[src/rtl/posit_pkg.sv]
// posit_pkg: shared state encoding, posit constants and default widths for posit checkers.
package posit_pkg;
  localparam int N_DEF = 8;
  localparam int CNT_W_DEF = 17;
  localparam int SUM_W_DEF = CNT_W_DEF + N_DEF;
  localparam logic [N_DEF-1:0] POSIT_ZERO = '0;
  localparam logic [N_DEF-1:0] POSIT_NAR = {1'b1, {(N_DEF-1){1'b0}}};
  typedef enum logic [1:0] {IDLE, RUN, DRAIN, DONE} state_t;
endpackage

[src/rtl/posit_absdiff.sv]
// posit_absdiff: unsigned magnitude difference of two raw N-bit posit patterns.
module posit_absdiff #(
  parameter int N = 8
) (
  input  logic [N-1:0] a,
  input  logic [N-1:0] b,
  output logic [N-1:0] d
);
  assign d = (a > b) ? a - b : b - a;
endmodule

[src/rtl/posit_mult_err_monitor.sv]
// posit_mult_err_monitor: two-stage diff pipeline against a golden result with saturating run statistics.
module posit_mult_err_monitor
  import posit_pkg::*;
#(
  parameter int N = N_DEF,
  parameter int CNT_W = CNT_W_DEF,
  parameter int SUM_W = SUM_W_DEF
) (
  input  logic             clk,
  input  logic             rst,
  input  logic             start,
  input  logic             stop,
  input  logic             in_valid,
  input  logic [N-1:0]     dut_out,
  input  logic [N-1:0]     ref_out,
  output logic             diff_valid,
  output logic [N-1:0]     diff,
  output logic             busy,
  output logic             done,
  output logic [CNT_W-1:0] sample_cnt,
  output logic [CNT_W-1:0] err_cnt,
  output logic [N-1:0]     max_diff,
  output logic [SUM_W-1:0] diff_sum,
  output logic [CNT_W-1:0] first_err_idx,
  output logic             first_err_vld
);
  state_t state;
  logic a_vld, accept;
  logic [N-1:0] a_dut, a_ref, d;
  logic [CNT_W-1:0] a_idx;
  logic [SUM_W:0] sum_ext;
  assign accept = (state == RUN) && in_valid;
  assign sum_ext = {1'b0, diff_sum} + {{(SUM_W+1-N){1'b0}}, d};
  posit_absdiff #(.N(N)) u_absdiff (.a(a_ref), .b(a_dut), .d(d));
  // Stage B commits statistics on the same edge it loads diff, so an empty stage A means the run is final.
  always_ff @(posedge clk or posedge rst) begin
    if (rst) begin
      state <= IDLE;
      busy <= 1'b0;
      done <= 1'b0;
      a_vld <= 1'b0;
      a_dut <= '0;
      a_ref <= '0;
      a_idx <= '0;
      diff_valid <= 1'b0;
      diff <= '0;
      sample_cnt <= '0;
      err_cnt <= '0;
      max_diff <= '0;
      diff_sum <= '0;
      first_err_idx <= '0;
      first_err_vld <= 1'b0;
    end else begin
      done <= 1'b0;
      case (state)
        IDLE: if (start) begin
          state <= RUN;
          busy <= 1'b1;
        end
        RUN: if (stop) state <= DRAIN;
        DRAIN: if (!a_vld) begin
          state <= DONE;
          busy <= 1'b0;
          done <= 1'b1;
        end
        default: state <= IDLE;
      endcase
      a_vld <= accept;
      if (accept) begin
        a_dut <= dut_out;
        a_ref <= ref_out;
        a_idx <= sample_cnt;
        sample_cnt <= (&sample_cnt) ? sample_cnt : sample_cnt + 1'b1;
      end
      diff_valid <= a_vld;
      if (a_vld) begin
        diff <= d;
        max_diff <= (d > max_diff) ? d : max_diff;
        diff_sum <= sum_ext[SUM_W] ? '1 : sum_ext[SUM_W-1:0];
        if (d != '0) begin
          err_cnt <= (&err_cnt) ? err_cnt : err_cnt + 1'b1;
          if (!first_err_vld) begin
            first_err_idx <= a_idx;
            first_err_vld <= 1'b1;
          end
        end
      end
      if (state == IDLE && start) begin
        sample_cnt <= '0;
        err_cnt <= '0;
        max_diff <= '0;
        diff_sum <= '0;
        first_err_idx <= '0;
        first_err_vld <= 1'b0;
      end
    end
  end
endmodule

[config.mk]
export PLATFORM = sky130hd
export DESIGN_NAME = posit_mult_err_monitor
export DESIGN_NICKNAME = d
export VERILOG_FILES = /design/src/rtl/posit_pkg.sv /design/src/rtl/posit_absdiff.sv /design/src/rtl/posit_mult_err_monitor.sv
export SDC_FILE = /design/constraint.sdc
export NUM_CORES = 1
export LEC_CHECK = 0
export CELL_PAD_IN_SITES_DETAIL_PLACEMENT = 0
export CELL_PAD_IN_SITES_GLOBAL_PLACEMENT = 1
export CORE_MARGIN = 5
export CORE_UTILIZATION = 44
export CTS_CLUSTER_DIAMETER = 200
export DETAILED_ROUTE_END_ITERATION = 6
export DONT_BUFFER_PORTS = 1
export MAX_ROUTING_LAYER = met4
export PLACE_DENSITY = 0.72
export SYNTH_ARGS = -nofsm -noshare
export SYNTH_HDL_FRONTEND = slang
export SYNTH_SLANG_ARGS = --single-unit
[constraint.sdc]
create_clock -name clk -period 5.9 [get_ports clk]
set_clock_uncertainty 0.1 [all_clocks]
set_input_delay 1.18 -clock clk [delete_from_list [all_inputs] [get_ports clk]]
set_output_delay 1.18 -clock clk [all_outputs]
set_load 0.01 [all_outputs]
==> impl_metrics.yaml, run 1 <==
run_status:
  run_status: "completed"
die:
  rows: 46
  die_w_microns: 138
  core_area_sq_mm: 0.0159
  die_area_sq_mm: 0.0189
  ios: 117
  initial_core_util_pct: 44.9
  die_h_microns: 138
logic_synthesis:
  ys_types: 60
  syn-instance-count: 722
  synth_common_cells: "132 x dfrtp_1, 59 x o21ai_0, 53 x nor2_1, 50 x nand2_1, 40 x inv_1"
  yosysSeqAreaShare_pct: 46.1
  synth-edff-count: 0
  synth_nets: 784
  synthTopCellsByArea: "dfrtp_1 46%, ha_1 6.6%, o21ai_0 4.1%"
  syn_avg_cell_area_sq_um: 9.92
  ys_warn_count: 0
  synth_top_cell_by_area: "dfrtp_1"
  netlist_area_sq_mm: 0.00717
  ys_ff_latch: 132
  ys.flop_type: "dfrtp_1"
  async_flop_share_pct: 100
  synth_top_area_share_pct: 46.1
  yosysMostFrequentCell: "dfrtp_1"
pwr:
  irDropWorstVdd_mv: 0.363
  p_leak_nw: 3.58
  finalPower_w: 0.00529
  power.density_mw_per_mm2: 672
clock_tree:
  cts_tree: "built"
  clk_path_buf_depth: 2
  post_cts_resized: 0
  clk_pin_slew_worst_paths_ns: 0.06
  cts_max_level: 4
  root_buffer: "clkbuf_16"
  post_cts_buffers: 0
  postCtsHoldBufs: 0
  cts_buffers: 17
  clk-insertion-delay-late_ns: 0.42
  cts_sinks: 132
critical_path:
  worstPathArrival_ns: 4.99
  crit_path_top_delay_cell: "nand2b_1"
  critical_path.cell_chain: "inv_1 -> ha_1 -> inv_1 -> fa_1 -> a211oi_2 -> nor3_1 -> o21bai_1 -> buf_4 -> mux2i_1 -> xnor2_1 -> ha_1 -> and2_1 -> o21ai_0 -> a31oi_1 -> a21oi_1 -> nand2b_1 -> nand2_1 -> nor3b_1 -> nor3_1"
  end_kind: "flop"
  crit_path_start_kind: "flop"
  ff2ff_path_depth: 19
  rr_startpoint: "a_ref[0]$_DFFE_PP0P_"
  r2r_slack_ns: 1.07
  critPathMaxFanout: 12
  rr_endpoint: "diff_sum[10]$_DFFE_PP0P_"
  crit_required_ns: 6.06
  criticalPathCategory: "reg2reg"
  max_stage_delay_ns: 0.43
finish:
  area_delta_synth_final_pct: 9.94
  fillers: 1515
  drive_above_1_share_pct: 11.0
  finish.utilization_pct: 49.4
  regArea_sq_mm: 0.00330
  nets: 776
  finish.instance_area_sq_mm: 0.00788
  multi_input_area_sq_mm: 0.00353
  antenna_cells: 0
global_route:
  grt_remaining_overflow: 0
  grt_pass1_wl_microns: 28800
  grtUsageTotal_pct: 19.9
  grt_pass1_vias: 5378
  antenna_found_initial: 0
  grt_start_max_net_pins: 69
route:
  drcViolationCount: 0
  drtIter0Drc: 272
  routed_wl_microns: 17900
  ant_nets: 0
  drt_pre_antenna_iters: 5
  vias: 5432
  vias_per_cell: 5.77
  routedWlPerCell_microns: 19.0
placement:
  place_congestion: 0.867
  dp_hpwl_microns: 12600
  numPortBuffers: 0
  post_dp_cell_area_sq_mm: 0.00731
hold_path:
  hold_path_depth: 1
  hp-class: "reg2reg"
  min_from: "a_idx[12]$_DFFE_PP0P_"
  min_delay_worst_endpoint: "first_err_idx[12]$_DFFE_PP0P_"
sta:
  setup_tns_ns: 0
  post-route-period-util_pct: 81.9
  slew_headroom_pct: 19.7
  rsz0062_at_grt: "false"
  hold_viol_final: 0
  timing.fmax_mhz: 207
  setup_violations: 0
  layout_min_cycle_time_ns: 4.83
  slew_viol_final: 0
  max_slew.worst_pin.slew_ns: 1.20
flow_run:
  maxCapViolCount: 0
routing by layer:
| layer | track usage, % | share of wire, % |
|---|---|---|
| met1 | 27.1 | 46 |
| met2 | 28.6 | 46 |
| met3 | 6.65 | 7.5 |
| met4 | 5.04 | 1.1 |
| met5 | - | 0 |
per-stage QoR:
stage	setup slack, ns	hold WS, ns	std cells
floorplan	1.09	0.252	722
global placement	1.37	0.375	911
detailed placement	1.07	0.383	911
CTS	1.05	0.399	942
global route	0.689	0.414	942
finish	1.07	0.397	942
layout by cell type (no fill, tap or decap), types with 8 or more instances in the layout:
master	count
xor2_1	16
nand2_1	50
nor2_1	53
mux2_2	25
nand2b_1	18
inv_1	39
dfrtp_1	132
clkbuf_16	17
o21ai_0	59
a22o_1	16
nor2b_1	8
nand3_1	17
nand4_1	9
mux2i_1	13
a211oi_1	13
and3_1	20
ha_1	38
a21oi_1	38
a31oi_1	13
o21ai_1	15
nor3_1	18
sequential cells by signal, indices dropped and copies added (netlist names), 2 cells and up:
name,count
diff_sum,25
a_idx,17
err_cnt,17
first_err_idx,17
sample_cnt,17
a_dut,8
a_ref,8
diff,8
max_diff,8
state,2
critical path, delay by kind of cell (launching register included):
kind            cells  cell delay [ns]
mux                 1             0.24
fa+ha+maj           3             0.92
xor+xnor            1             0.24
simple gates        6             1.24
buf+inv             3             0.35
flops               1             0.38
compound gates      5             1.19
area by class of cell:
cell class | instances | area share [%]
clock buffer | 18 | 5.57
clock inverter | 13 | 1.59
inverter | 40 | 1.97
multi-input combinational | 516 | 44.8
sequential | 132 | 41.9
tap | 216 | 3.43
timing repair buffer | 7 | 0.667
worst max path at each step:
stage                         startpoint                        to  slack [ns]  depth (start not counted)
floorplan                            rst      a_dut[0]$_DFFE_PP0P_        1.09                          1
global placement    a_ref[0]$_DFFE_PP0P_  diff_sum[10]$_DFFE_PP0P_        1.37                         19
detailed placement  a_ref[0]$_DFFE_PP0P_  diff_sum[10]$_DFFE_PP0P_        1.07                         19
CTS                 a_ref[0]$_DFFE_PP0P_  diff_sum[10]$_DFFE_PP0P_        1.05                         19
global route        a_ref[0]$_DFFE_PP0P_  diff_sum[14]$_DFFE_PP0P_        0.69                         19
finish              a_ref[0]$_DFFE_PP0P_  diff_sum[10]$_DFFE_PP0P_        1.07                         19
report_power, final:
group | switching [W] | internal [W] | leakage [nW]
combinational | 0.00179 | 0.00118 | 1.54
clock | 0.000421 | 0.000594 | 0.268
sequential | 0.000217 | 0.00109 | 1.77
logic make-up after synthesis:
group,synth area share (%)
buffers and inverters,4.63
XOR/XNOR,3.14
multiplexers,5.94
adder cells (fa/ha/maj),7.47
flip-flops,46.1
AND/OR/NAND/NOR,15.4
AO/OA/AOI/OAI,17.3
Power figures use the tool's default switching activity.
==> run 2: changes to the inputs <==
--- a/config.mk
+++ b/config.mk
@@ -5,6 +5,7 @@
 export SDC_FILE = /design/constraint.sdc
 export NUM_CORES = 1
 export LEC_CHECK = 0
+export ABC_AREA = 1
 export CELL_PAD_IN_SITES_DETAIL_PLACEMENT = 0
 export CELL_PAD_IN_SITES_GLOBAL_PLACEMENT = 1
 export CORE_MARGIN = 5
@@ -13,7 +14,7 @@
 export DETAILED_ROUTE_END_ITERATION = 6
 export DONT_BUFFER_PORTS = 1
 export MAX_ROUTING_LAYER = met4
-export PLACE_DENSITY = 0.72
+export PLACE_DENSITY = 0.76
 export SYNTH_ARGS = -nofsm -noshare
 export SYNTH_HDL_FRONTEND = slang
 export SYNTH_SLANG_ARGS = --single-unit
==> constraint.sdc (replaced) <==
create_clock -name clk -period 4.6 [get_ports clk]
set_clock_uncertainty 0.1 [all_clocks]
set_input_delay 0.92 -clock clk [delete_from_list [all_inputs] [get_ports clk]]
set_output_delay 0.92 -clock clk [all_outputs]
set_load 0.01 [all_outputs]
==> run 2 against run 1 <==
Sequential power rose by 43%; largest power group unchanged; clock power rose by 36%; flip-flop and latch count did not move; critical path depth rose by 4; core utilization fell by 0.23 points; fmax rose by 22%; sequential share of layout area fell by 2.8 points; final area rose by 7.2%; combinational power rose by 21%; non-clock buffer count fell by 1; synthesized cell count rose by 41%; global-route usage rose by 0.76 points.
==> impl_metrics.yaml, run 2 <==
sta:
  layout_min_cycle_time_ns: 3.96
  holdWs_ns: 0.388
  hold_viol_final: 0
  max_slew.worst_pin.slew_ns: 1.09
  slew_headroom_pct: 26.6
  setup_tns_ns: 0
  post-route-period-util_pct: 86.0
  timing.fmax_mhz: 253
  rsz0062_at_grt: "false"
  setup_violations: 0
  slew_viol_final: 0
  setup_ws_ns: 0.645
clock_tree:
  clk_pin_slew_worst_paths_ns: 0.06
  root_buffer: "clkbuf_16"
  cts_tree: "built"
  post_cts_resized: 0
  clk_path_buf_depth: 2
  postCtsHoldBufs: 0
  post_cts_buffers: 0
  clk-insertion-delay-late_ns: 0.42
  cts_sinks: 132
  cts_max_level: 4
  cts_buffers: 17
finish:
  antenna_cells: 0
  final_cell_mix: "320 x nand2_1, 132 x dfrtp_1, 130 x inv_1"
  largest_reg_flops: 25
  drive_above_1_share_pct: 5.75
  layout.cells.non_filler: 1251
  regMostFlops: "diff_sum"
  area_delta_synth_final_pct: 10.4
  nets: 1075
  layout_commonest_cell: "nand2_1"
  finish.instance_area_sq_mm: 0.00845
global_route:
  grt_pass1_wl_microns: 32500
  grt_remaining_overflow: 0
  grtUsageTotal_pct: 20.7
  grt_start_max_net_pins: 78
  antenna_found_initial: 0
  grt_pass1_vias: 6306
hold_path:
  hp-class: "in2async"
pwr:
  comb_power_share_pct: 52.6
  seqPwrFrac_pct: 27.1
  irDropWorstVdd_mv: 0.372
  power.switching_w: 0.00329
  p_sw_share_pct: 48.1
  p_leak_nw: 4.25
  power.density_mw_per_mm2: 810
  clkPwrFrac_pct: 20.3
  intPower_w: 0.00355
logic_synthesis:
  async_flop_share_pct: 100
  syn_avg_cell_area_sq_um: 7.51
  netlist_area_sq_mm: 0.00765
  ys_ff_latch: 132
  synth_top_cell_by_area: "dfrtp_1"
  yosysSeqAreaShare_pct: 43.2
  synth_top_family_by_area: "simple AND/OR/NAND/NOR gates"
  synth_nets: 1081
  synth_common_cells: "320 x nand2_1, 132 x dfrtp_1, 131 x inv_1, 85 x o21ai_0"
  yosysMostFrequentCell: "nand2_1"
  syn-instance-count: 1019
  synth-simple-area-share_pct: 30.0
  ys.flop_type: "dfrtp_1"
  synth_xor_area_share_pct: 1.49
  synthTopCellsByArea: "dfrtp_1 43%, nand2_1 16%, inv_1 6.4%"
  ys_warn_count: 0
  synth-edff-count: 0
  synth_fa_ha_area_share_pct: 7.00
  ys_types: 39
  synth_mux_area_share_pct: 0
  synth_top_area_share_pct: 43.2
  synth-compound-area-share_pct: 9.83
critical_path:
  critPathMaxFanout: 10
  critical_path.cell_chain: "inv_1 -> ha_1 -> inv_1 -> fa_1 -> nand3_1 -> nand3_1 -> nand2_1 -> nand2_2 -> nand2_4 -> nand2_1 -> nand2_2 -> inv_1 -> ha_1 -> nand2_1 -> o21ai_0 -> nand3_1 -> nand2_1 -> nand3_1 -> nand2_1 -> nand3_1 -> inv_1 -> o21ai_0 -> o21ai_0"
  crit_required_ns: 4.81
  max_stage_delay_ns: 0.43
  path_buf_inv: 4
  worstPathArrival_ns: 4.16
  end_kind: "flop"
  criticalPathCategory: "reg2reg"
  crit_path_start_kind: "flop"
  cp_top_family: "simple AND/OR/NAND/NOR gates"
  crit_path_top_delay_cell: "fa_1"
route:
  drtIter0Drc: 304
  drcViolationCount: 0
  vias_per_cell: 5.17
  drt_pre_antenna_iters: 5
  ant_nets: 0
  routedWlPerCell_microns: 15.5
  vias: 6465
  routed_wl_microns: 19400
die:
  die_area_sq_mm: 0.0201
  ios: 117
  die_h_microns: 142
  die_w_microns: 142
  rows: 48
  core_area_sq_mm: 0.0172
  initial_core_util_pct: 44.6
flow_run:
  maxCapViolCount: 0
run_status:
  run_status: "completed"
placement:
  placed_cells: 1219
  post_dp_cell_area_sq_mm: 0.00785
  place_congestion: 0.827
  dp_hpwl_microns: 14100
  numPortBuffers: 0
  post-place-ws_ns: 0.678
run 2: path summary, 6_finish.rpt:
| check | from | end | slack [ns] | cells past startpoint |
|---|---|---|---|---|
| max in group asynchronous | rst | err_cnt[16]$_DFFE_PP0P_ | 3.12 | 2 |
| worst min register to register | a_idx[10]$_DFFE_PP0P_ | a_idx[10]$_DFFE_PP0P_ | 0.39 | 2 |
| worst min-delay path | rst | max_diff[7]$_DFFE_PP0P_ | 0.39 | 1 |
| min in group clk | a_idx[10]$_DFFE_PP0P_ | a_idx[10]$_DFFE_PP0P_ | 0.39 | 2 |
| worst max register to register | a_ref[0]$_DFFE_PP0P_ | diff_sum[8]$_DFFE_PP0P_ | 0.64 | 23 |
| worst max-delay path | a_ref[0]$_DFFE_PP0P_ | diff_sum[8]$_DFFE_PP0P_ | 0.64 | 23 |
run 2: cell families after synthesis:
family          after synthesis
flops                       132
fa+ha+maj                    41
simple gates                526
buf+inv                     166
compound gates              141
xor+xnor                     13
run 2: area by class of cell:
class | instances | area [sq um]
Sequential cell | 132 | 3300
Multi-Input combinational cell | 721 | 3710
Clock buffer | 20 | 457
Fill cell | 1757 | 8730
Timing Repair Buffer | 6 | 45.0
Tap cell | 225 | 282
Inverter | 135 | 512
Clock inverter | 12 | 144
run 2: power by group through the flow:
stage          Sequential [W]  Clock [W]  Combinational [W]
2_1_floorplan         0.00177          0            0.00284
3_3_place_gp          0.00188          0            0.00360
3_5_place_dp          0.00189          0            0.00360
4_1_cts               0.00187    0.00143            0.00363
5_1_grt               0.00190    0.00148            0.00414
6_report              0.00186    0.00139            0.00360
run 2: per-layer routing:
metal | GRT usage (%) | up-vias | share of wire [%]
met5 | - | - | 0
li1 | - | 3321 | -
met1 | 27.2 | 2978 | 47
met2 | 31.4 | 145 | 45
met3 | 5.83 | 21 | 5.7
met4 | 5.76 | 0 | 1.4
run 2: per-stage QoR:
stage | util [%] | total power [W]
detailed placement | 45.7 | 0.00549
finish | 49.2 | 0.00684
floorplan | - | 0.00461
CTS | 49.2 | 0.00692
global route | 49.2 | 0.00753
global placement | 45.7 | 0.00548
run 2: worst register-to-register path, cell delays in order (launching register included):
cell and delay (ns):
dfrtp_1 0.38, inv_1 0.07, ha_1 0.13, inv_1 0.06
fa_1 0.43, nand3_1 0.12, nand3_1 0.11, nand2_1 0.09
nand2_2 0.09, nand2_4 0.12, nand2_1 0.08, nand2_2 0.10
inv_1 0.07, ha_1 0.34, nand2_1 0.07, o21ai_0 0.41
nand3_1 0.12, nand2_1 0.12, nand3_1 0.09, nand2_1 0.14
nand3_1 0.11, inv_1 0.28, o21ai_0 0.12, o21ai_0 0.12
